[src/rtl/ex_pkg.sv]
// Shared types for the EX stage: ALU opcode encoding, multiplier FSM states
// and the architectural flags record.
package ex_pkg;

    typedef enum logic [2:0] {
        OP_PASS = 3'b000,
        OP_MUL  = 3'b001,
        OP_ADD  = 3'b010,
        OP_SUB  = 3'b011,
        OP_AND  = 3'b100,
        OP_OR   = 3'b101,
        OP_XOR  = 3'b110,
        OP_RSVD = 3'b111
    } alu_op_e;

    typedef enum logic [1:0] {
        S_IDLE = 2'd0,
        S_MUL  = 2'd1,
        S_DONE = 2'd2
    } ex_state_e;

    typedef struct packed {
        logic negative;
        logic zero;
        logic overflow;
        logic carry;
    } flags_t;

endpackage

[src/rtl/ex_stage_alu.sv]
// Combinational single-cycle ALU with NZVC flag generation. MUL and the
// reserved opcode yield zero and request no flag write.
module alu_w
    import ex_pkg::*;
#(
    parameter int WIDTH = 64
) (
    input  logic [WIDTH-1:0] i_a,
    input  logic [WIDTH-1:0] i_b,
    input  alu_op_e          i_op,
    output logic [WIDTH-1:0] o_result,
    output flags_t           o_flags,
    output logic             o_flags_we
);

    logic             w_sub;
    logic [WIDTH-1:0] w_b_eff;
    logic [WIDTH:0]   w_sum;

    // Subtraction reuses the adder as A + ~B + 1.
    assign w_sub   = (i_op == OP_SUB);
    assign w_b_eff = w_sub ? ~i_b : i_b;
    assign w_sum   = {1'b0, i_a} + {1'b0, w_b_eff} + {{WIDTH{1'b0}}, w_sub};

    always_comb begin
        // NOTE: every output gets a default before the case, so no path can infer a latch.
        o_result         = '0;
        o_flags_we       = 1'b0;
        o_flags.overflow = 1'b0;
        o_flags.carry    = 1'b0;
        unique case (i_op)
            OP_PASS: begin
                o_result   = i_b;
                o_flags_we = 1'b1;
            end
            OP_ADD, OP_SUB: begin
                o_result         = w_sum[WIDTH-1:0];
                o_flags_we       = 1'b1;
                o_flags.carry    = w_sum[WIDTH];
                o_flags.overflow = (i_a[WIDTH-1] == w_b_eff[WIDTH-1]) &&
                                   (w_sum[WIDTH-1] != i_a[WIDTH-1]);
            end
            OP_AND: begin
                o_result   = i_a & i_b;
                o_flags_we = 1'b1;
            end
            OP_OR: begin
                o_result   = i_a | i_b;
                o_flags_we = 1'b1;
            end
            OP_XOR: begin
                o_result   = i_a ^ i_b;
                o_flags_we = 1'b1;
            end
            default: begin
                o_result   = '0;
                o_flags_we = 1'b0;
            end
        endcase
        o_flags.negative = o_result[WIDTH-1];
        o_flags.zero     = ~|o_result;
    end

endmodule

[src/rtl/ex_stage.sv]
// EX pipeline stage: ALU, branch-target adder and flags register. Defining
// EX_MUL_EN adds a one-bit-per-cycle shift-add multiplier on ALUop 001.
module ex_stage
    import ex_pkg::*;
#(
    parameter int WIDTH    = 64,
    parameter int BR_SHIFT = 2
) (
    input  logic             clk,
    input  logic             reset,
    input  logic             in_valid,
    input  logic             stall,
    input  logic             flush,
    input  logic [WIDTH-1:0] ReadData1,
    input  logic [WIDTH-1:0] ReadData2,
    input  logic [WIDTH-1:0] PC,
    input  logic [WIDTH-1:0] ALU_imm_extend,
    input  logic [WIDTH-1:0] BR_to_shift,
    input  logic [2:0]       ALUop,
    input  logic             ALUsrc,
    input  logic             update,
    output logic             out_valid,
    output logic [WIDTH-1:0] ALU_result,
    output logic [WIDTH-1:0] ReadData2_out,
    output logic [WIDTH-1:0] new_PC2,
    output logic             negative,
    output logic             zero,
    output logic             overflow,
    output logic             carry_out,
    output logic             busy
);

    alu_op_e          w_op;
    logic [WIDTH-1:0] w_b;
    logic [WIDTH-1:0] w_target;
    logic [WIDTH-1:0] w_alu_result;
    flags_t           w_alu_flags;
    logic             w_alu_flags_we;
    logic             w_capture;
    logic             w_is_mul;
    logic             w_mul_done;
    logic [WIDTH-1:0] w_mul_result;
    logic             w_mul_update;

    logic             r_out_valid;
    logic [WIDTH-1:0] r_result;
    logic [WIDTH-1:0] r_rd2;
    logic [WIDTH-1:0] r_pc2;
    flags_t           r_flags;

    assign w_op      = alu_op_e'(ALUop);
    assign w_b       = ALUsrc ? ALU_imm_extend : ReadData2;
    assign w_target  = PC + (BR_to_shift << BR_SHIFT);
    assign w_capture = in_valid && !stall && !flush && !busy;

    alu_w #(.WIDTH(WIDTH)) u_alu (
        .i_a        (ReadData1),
        .i_b        (w_b),
        .i_op       (w_op),
        .o_result   (w_alu_result),
        .o_flags    (w_alu_flags),
        .o_flags_we (w_alu_flags_we)
    );

`ifdef EX_MUL_EN
    localparam int               CNT_W    = $clog2(WIDTH);
    localparam logic [CNT_W-1:0] CNT_LAST = CNT_W'(WIDTH - 1);

    ex_state_e        r_state;
    ex_state_e        w_state_nxt;
    logic [WIDTH-1:0] r_mcand;
    logic [WIDTH-1:0] r_mplier;
    logic [WIDTH-1:0] r_acc;
    logic [CNT_W-1:0] r_cnt;
    logic             r_mul_update;

    always_ff @(posedge clk or posedge reset) begin
        if (reset) r_state <= S_IDLE;
        else       r_state <= w_state_nxt;
    end

    // Stall freezes the FSM; flush aborts any multiply back to IDLE.
    always_comb begin
        w_state_nxt = r_state;
        if (!stall) begin
            if (flush) begin
                w_state_nxt = S_IDLE;
            end else begin
                case (r_state)
                    S_IDLE:  if (w_capture && w_is_mul) w_state_nxt = S_MUL;
                    S_MUL:   if (r_cnt == CNT_LAST) w_state_nxt = S_DONE;
                    S_DONE:  w_state_nxt = S_IDLE;
                    default: w_state_nxt = S_IDLE;
                endcase
            end
        end
    end

    always_ff @(posedge clk or posedge reset) begin
        if (reset) begin
            r_mcand      <= '0;
            r_mplier     <= '0;
            r_acc        <= '0;
            r_cnt        <= '0;
            r_mul_update <= 1'b0;
        end else if (!stall) begin
            if (w_capture && w_is_mul) begin
                r_mcand      <= ReadData1;
                r_mplier     <= w_b;
                r_acc        <= '0;
                r_cnt        <= '0;
                r_mul_update <= update;
            end else if (r_state == S_MUL) begin
                if (r_mplier[0]) r_acc <= r_acc + r_mcand;
                r_mcand  <= r_mcand << 1;
                r_mplier <= r_mplier >> 1;
                r_cnt    <= r_cnt + 1'b1;
            end
        end
    end

    assign busy         = (r_state != S_IDLE);
    assign w_is_mul     = (w_op == OP_MUL);
    assign w_mul_done   = (r_state == S_DONE);
    assign w_mul_result = r_acc;
    assign w_mul_update = r_mul_update;
`else
    assign busy         = 1'b0;
    assign w_is_mul     = 1'b0;
    assign w_mul_done   = 1'b0;
    assign w_mul_result = '0;
    assign w_mul_update = 1'b0;
`endif

    always_ff @(posedge clk or posedge reset) begin
        if (reset) begin
            r_out_valid <= 1'b0;
            r_result    <= '0;
            r_rd2       <= '0;
            r_pc2       <= '0;
            r_flags     <= '0;
        end else if (!stall) begin
            // NOTE: non-blocking assignments let the later branches override the default cleanly.
            r_out_valid <= 1'b0;
            if (w_capture) begin
                r_rd2 <= ReadData2;
                r_pc2 <= w_target;
                if (!w_is_mul) begin
                    r_out_valid <= 1'b1;
                    r_result    <= w_alu_result;
                    if (update && w_alu_flags_we) r_flags <= w_alu_flags;
                end
            end else if (w_mul_done && !flush) begin
                r_out_valid <= 1'b1;
                r_result    <= w_mul_result;
                if (w_mul_update) begin
                    r_flags <= flags_t'{negative: w_mul_result[WIDTH-1],
                                        zero:     ~|w_mul_result,
                                        overflow: 1'b0,
                                        carry:    1'b0};
                end
            end
        end
    end

    assign out_valid     = r_out_valid;
    assign ALU_result    = r_result;
    assign ReadData2_out = r_rd2;
    assign new_PC2       = r_pc2;
    assign negative      = r_flags.negative;
    assign zero          = r_flags.zero;
    assign overflow      = r_flags.overflow;
    assign carry_out     = r_flags.carry;

endmodule

[config.mk]
export PLATFORM = sky130hd
export DESIGN_NAME = ex_stage
export DESIGN_NICKNAME = d
export VERILOG_FILES = /design/src/rtl/ex_pkg.sv /design/src/rtl/ex_stage_alu.sv /design/src/rtl/ex_stage.sv
export SDC_FILE = /design/constraint.sdc
export NUM_CORES = 1
export LEC_CHECK = 0
export ABC_AREA = 0
export CAP_MARGIN = 20
export CORE_MARGIN = 1
export CORE_UTILIZATION = 50
export CTS_BUF_LIST = sky130_fd_sc_hd__clkbuf_8
export DETAILED_ROUTE_END_ITERATION = 16
export MAX_ROUTING_LAYER = met4
export PLACE_DENSITY = 0.82
export SLEW_MARGIN = 10
export SYNTH_ARGS = -nofsm -noshare
export SYNTH_HDL_FRONTEND = slang
export SYNTH_SLANG_ARGS = --single-unit
[constraint.sdc]
create_clock -name clk -period 8.7 [get_ports clk]
set_input_delay 1.74 -clock clk [delete_from_list [all_inputs] [get_ports clk]]
set_output_delay 1.74 -clock clk [all_outputs]
set_load 0.05 [all_outputs]
* Word level (Yosys, flattened, before mapping)
Cells that the tools add are included.
Operators by class: div/mod/pow operators 0, bitwise gates (word level) 5, add/sub/neg operators 3, reduce and logical (&&, ||, !) cells 13, multiply operators 0, magnitude comparators 0, shifts and indexed selects 0, equal/unequal tests 7, multiplexer cells 6
Operators by type and width (count):
- case mux 64 bit (5 select lines) | 1
- two-way mux 64 bit | 2
- adder 64 x 64 -> 65 bit | 1
- adder 65 x 1 -> 65 bit | 1
- adder 64 bit | 1
- AND 64 bit | 1
- inverter 64 bit | 1
- bitwise OR 64 bit | 1
- OR reduction 64 bit | 1
- bitwise XOR 64 bit | 1
- equality test 3 bit (second input constant) | 3
- equality test 3 x 2 -> 1 bit (second input constant) | 2
- OR reduction 6 bit | 1
- logical AND 1 bit | 4
- zero test 1 bit | 3
- zero test 3 bit | 1
- AND reduction 3 bit | 1
- two-way mux 1 bit | 2
- two-way mux 2 bit | 1
- AND reduction 2 bit | 1
- OR reduction 2 bit | 1
- equality test 1 bit | 1
- inequality test 1 bit | 1
- inverter 1 bit | 1
Storage, ports and cells: bits in writable memories 0, register bits 197, input port bits 330, memory bits (read-only) 0, output and inout bits 198, memories 0, bits in latches 0

* Depth between registers and ports, before layout
word-level depth 8, depth in mapped cells 21, depth with buffers taken out 17

* Modules after synthesis
From an unflattened synthesis, not the netlist that was laid out.
Unflattened totals: cell total of the unflattened synthesis 2794, area, all modules 21296.7 sq um
Modules (own cells, without submodules):
- ex_stage | sequential area each 4929.7 sq um, area each 11757.5 sq um, cells an instance 1394, instances 1
- alu_w | sequential area each 0.0 sq um, area each 9539.1 sq um, cells an instance 1400, instances 1

* Least setup slack after synthesis
Ideal clock, no wire load.
path kind input to register, start input ALUsrc, end register r_flags, in the netlist zero, data required time 8635 ps, arrival time 6659 ps, path slack 1976 ps, stages 21, cells stage by stage buf_6 buf_1 buf_1 clkbuf_1 mux2_2 xnor2_1 ha_1 clkbuf_1 nand2_1 o21ai_0 o21ai_0 a21o_1 o21a_1 a211oi_1 o221ai_1 mux2i_1 nor3_1 nand4_1 or4_1 nor4_1 a21o_1
Between the ends: cells in the longest elaborated chain, start to end 8, elaborated cells on any way between the ends 11
Ends and longest elaborated chain:
- from (decl) | line ex_stage.sv:20 | input logic ALUsrc,
- two-way mux 64 bit * | line ex_stage.sv:52 | assign w_b = ALUsrc ? ALU_imm_extend : ReadData2;
- inverter 64 bit | line ex_stage_alu.sv:22 | assign w_b_eff = w_sub ? ~i_b : i_b;
- two-way mux 64 bit | line ex_stage_alu.sv:22
- adder 64 x 64 -> 65 bit | line ex_stage_alu.sv:23 | assign w_sum = {1'b0, i_a} + {1'b0, w_b_eff} + {{WIDTH{1'b0}}, w_sub};
- adder 65 x 1 -> 65 bit | line ex_stage_alu.sv:23
- case mux 64 bit (5 select lines) * | line ex_stage_alu.sv:31 | unique case (i_op)
- OR reduction 64 bit * | line ex_stage_alu.sv:61 | o_flags.zero = ~|o_result;
- zero test 1 bit * | line ex_stage_alu.sv:61
- to (signal assigned) | line ex_stage.sv:151 | if (update && w_alu_flags_we) r_flags <= w_alu_flags;
- to (signal assigned) | line ex_stage.sv:157 | r_flags <= flags_t'{negative: w_mul_result[WIDTH-1],
- to (decl) | line ex_stage.sv:49 | flags_t r_flags;
Every way passes the cells marked *; elsewhere a longest branch is shown, timed or not. A chain may end at the register's enable or synchronous reset.

* Worst setup path in the final report
Same ends and word-level chain as after synthesis.

==> metrics.txt <==
I/O pin total 528; timing endpoint of the critical path zero; Area growth, synth to finish 29.6%; post-route cell area 26200 um^2; FFs w/ async S/R, synth 1.00; clk buf depth 2; hold buffers post-CTS 0; Setup TNS 0 ps; Starting Density 0.508; Max Slew Vio Count 0; pwr/cell area 172 nW/um^2; Fmax achieved 135 MHz; global-route wire length before repair 118000 um; Setup Skew 0 ps; CP max FO 36; Synth area leader dfrtp_1; row cnt 73; Max VDD drop 0.000137 V; share of layout cells above drive strength 1 0.0310; Hold Startpoint ALU_result[37]; 1st-iter DRT viols 1873; Tot GR Track Use 0.387; top cell type's share of synthesized area 0.244; GPL Wtd Cong 1.04; crit path launch ALUsrc; Via Count 21400; Slew headroom 0.254; final setup margin 1320 ps; maximum number of pins on one net before global-route repair 94; sequential cell area 4930 um^2; net count after synthesis 3195; CTS H-tree lvls 4; Port Buffers 524; synth unique cells 81; CTS root buf clkbuf_8; cts repair resizes 0; leakage 12.3 nW; RSZ-0062 raised after global routing false; vias in the first global route 20500; Crit. End Element flop; Worst Path Required 9210 ps; critical path class primary input to flop; worst slew pin tran 1110 ps; top_reg_cell synth dfrtp_1; Final Hold Fails 0; Finish-stage setup viols 0; placed cell area 25800 um^2; detailed placement HPWL 63000 um; crit path time final 7380 ps; Routed wire per std cell 22.2 um; #FFs+latches synth 197; Filler cells 3488; Flop pwr share 0.268; remaining antenna violation count 0; internal power 0.00230 W; Clk pwr share 0.147; Comb power frac 0.584; Die Area 41200 um^2; top post-synthesis cells by area dfrtp_1, ha_1, nand2_1; Die X 203 um; Final period util 0.849; number of CTS-inserted buffers 17; net load switching power 0.00220 W; mean area per synthesized cell 7.79 um^2; hold path cells 1; Core Box Area 39800 um^2; Hold/Removal Path Class flop to flop; cells on worst reg2reg path 2; GRT overflow 0; WHS 485 ps; area taken by multi-input logic gates 14200 um^2; CTS Sinks 197; yosys warns 0; CTS tree done; first-pass detailed-route iteration total 5; Place WS 1060 ps; Die H 203 um; final core occ 0.658; DRC errors left 0; FF-to-FF setup slack 7930 ps; crit path DAT 7890 ps; commonest cells after routing, fill and taps aside clkdlybuf4s50_1, nand2_1, ha_1; via/cell ratio 5.99; Post-Syn Instances 2596; reg2reg end new_PC2[59]; Mapped Area 20200 um^2; Post-synth EDFFs 0; antenna violations before repair 9; Sw Share 0.489; Seq/Total Area, Yosys 0.244; outcome complete, no violations; layout net count 3619; number of post-CTS setup repair buffers 0; Reg clk slew, reported paths 110 ps; crit path launch type primary input; worst r2r src new_PC2[59]; Max-Cap Viols 0; final wirelength 79300 um; Clock Latency Late Sink 550 ps; commonest non-fill, non-tap cell in the layout clkdlybuf4s50_1
-- worst min path at each step --
stage | end | slack [ps]
4_1_cts | ReadData2_out[62] | 490
5_1_grt | ALU_result[37] | 510
6_report | ALU_result[37] | 490
2_1_floorplan | new_PC2[40] | 740
3_3_place_gp | new_PC2[40] | 450
3_5_place_dp | ReadData2_out[62] | 460
-- metrics by stage --
stage | total power, W | instances
CTS | 0.00448 | 3558
global placement | 0.00376 | 3526
global route | 0.00472 | 3567
detailed placement | 0.00381 | 3526
finish | 0.00450 | 3567
floorplan | 0.00286 | 2596
-- final cells by class --
cell class	count	area share
Multi-Input combinational cell	2096	0.540
Timing Repair Buffer	545	0.206
Sequential cell	197	0.188
Tap cell	525	0.0251
Inverter	163	0.0236
Clock buffer	18	0.00946
Clock inverter	14	0.00630
Antenna cell	9	0.000860
-- sequential cells by signal, summed over array words and instances (netlist names) --
register       flops
ReadData2_out     64
ALU_result        64
negative           1
zero               1
out_valid          1
carry_out          1
overflow           1
new_PC2           64
-- critical path, cell delays in order --
cell and delay, ps:
buf_4 510, mux2i_4 410, mux2i_1 460, inv_1 160, fa_1 440, and4b_1 260, a211oi_1 80, o311ai_0 900
o21ai_1 290, o21bai_1 230, xor2_1 100, a2111oi_0 710, nand4_1 170, nor4_1 500, and4_1 290, nand4_1 160
nor4_1 320, a21o_1 120
-- power by group through the flow --
stage / registers [W] / logic (W) / clock network, W
floorplan: 0.00186 / 0.00100 / 0
global placement: 0.00121 / 0.00255 / 0
detailed placement: 0.00122 / 0.00259 / 0
CTS: 0.00121 / 0.00260 / 0.000671
global route: 0.00123 / 0.00279 / 0.000704
finish: 0.00121 / 0.00263 / 0.000664
-- cells by family after synthesis --
kind of cell,count (synthesis),synth area share
flops,197,0.244
fa+ha+maj,269,0.167
other cells,1,0.000185
compound gates,737,0.231
buf+inv,303,0.0569
simple gates,833,0.182
xor+xnor,167,0.0724
mux,89,0.0457
-- routing by layer --
| metal | routed length, um | part of all wire | up-vias | track usage |
|---|---|---|---|---|
| met5 | 0 | 0 | - | - |
| met4 | 2950 | 0.037 | 0 | 0.155 |
| met3 | 7420 | 0.094 | 161 | 0.101 |
| met2 | 36200 | 0.46 | 1055 | 0.592 |
| met1 | 32800 | 0.41 | 10100 | 0.484 |
| li1 | - | - | 10000 | - |
-- cells in the mapped netlist (17+ instances only) --
| cell type | instances |
|---|---|
| xnor2_1 | 65 |
| xor2_1 | 102 |
| nand2_1 | 488 |
| a21oi_1 | 195 |
| dfrtp_1 | 197 |
| o211ai_1 | 19 |
| and3_1 | 21 |
| mux2_2 | 17 |
| mux2i_1 | 71 |
| inv_1 | 163 |
| nand4_1 | 48 |
| clkbuf_1 | 111 |
| o22ai_1 | 27 |
| nor2_1 | 123 |
| o21a_1 | 17 |
| a21o_1 | 81 |
| nor3_1 | 25 |
| o21bai_1 | 19 |
| o221ai_1 | 18 |
| ha_1 | 267 |
| nand3_1 | 29 |
| buf_1 | 25 |
| o21ai_0 | 200 |
| a211oi_1 | 27 |
Note: power is estimated with default switching activity, not from simulation.
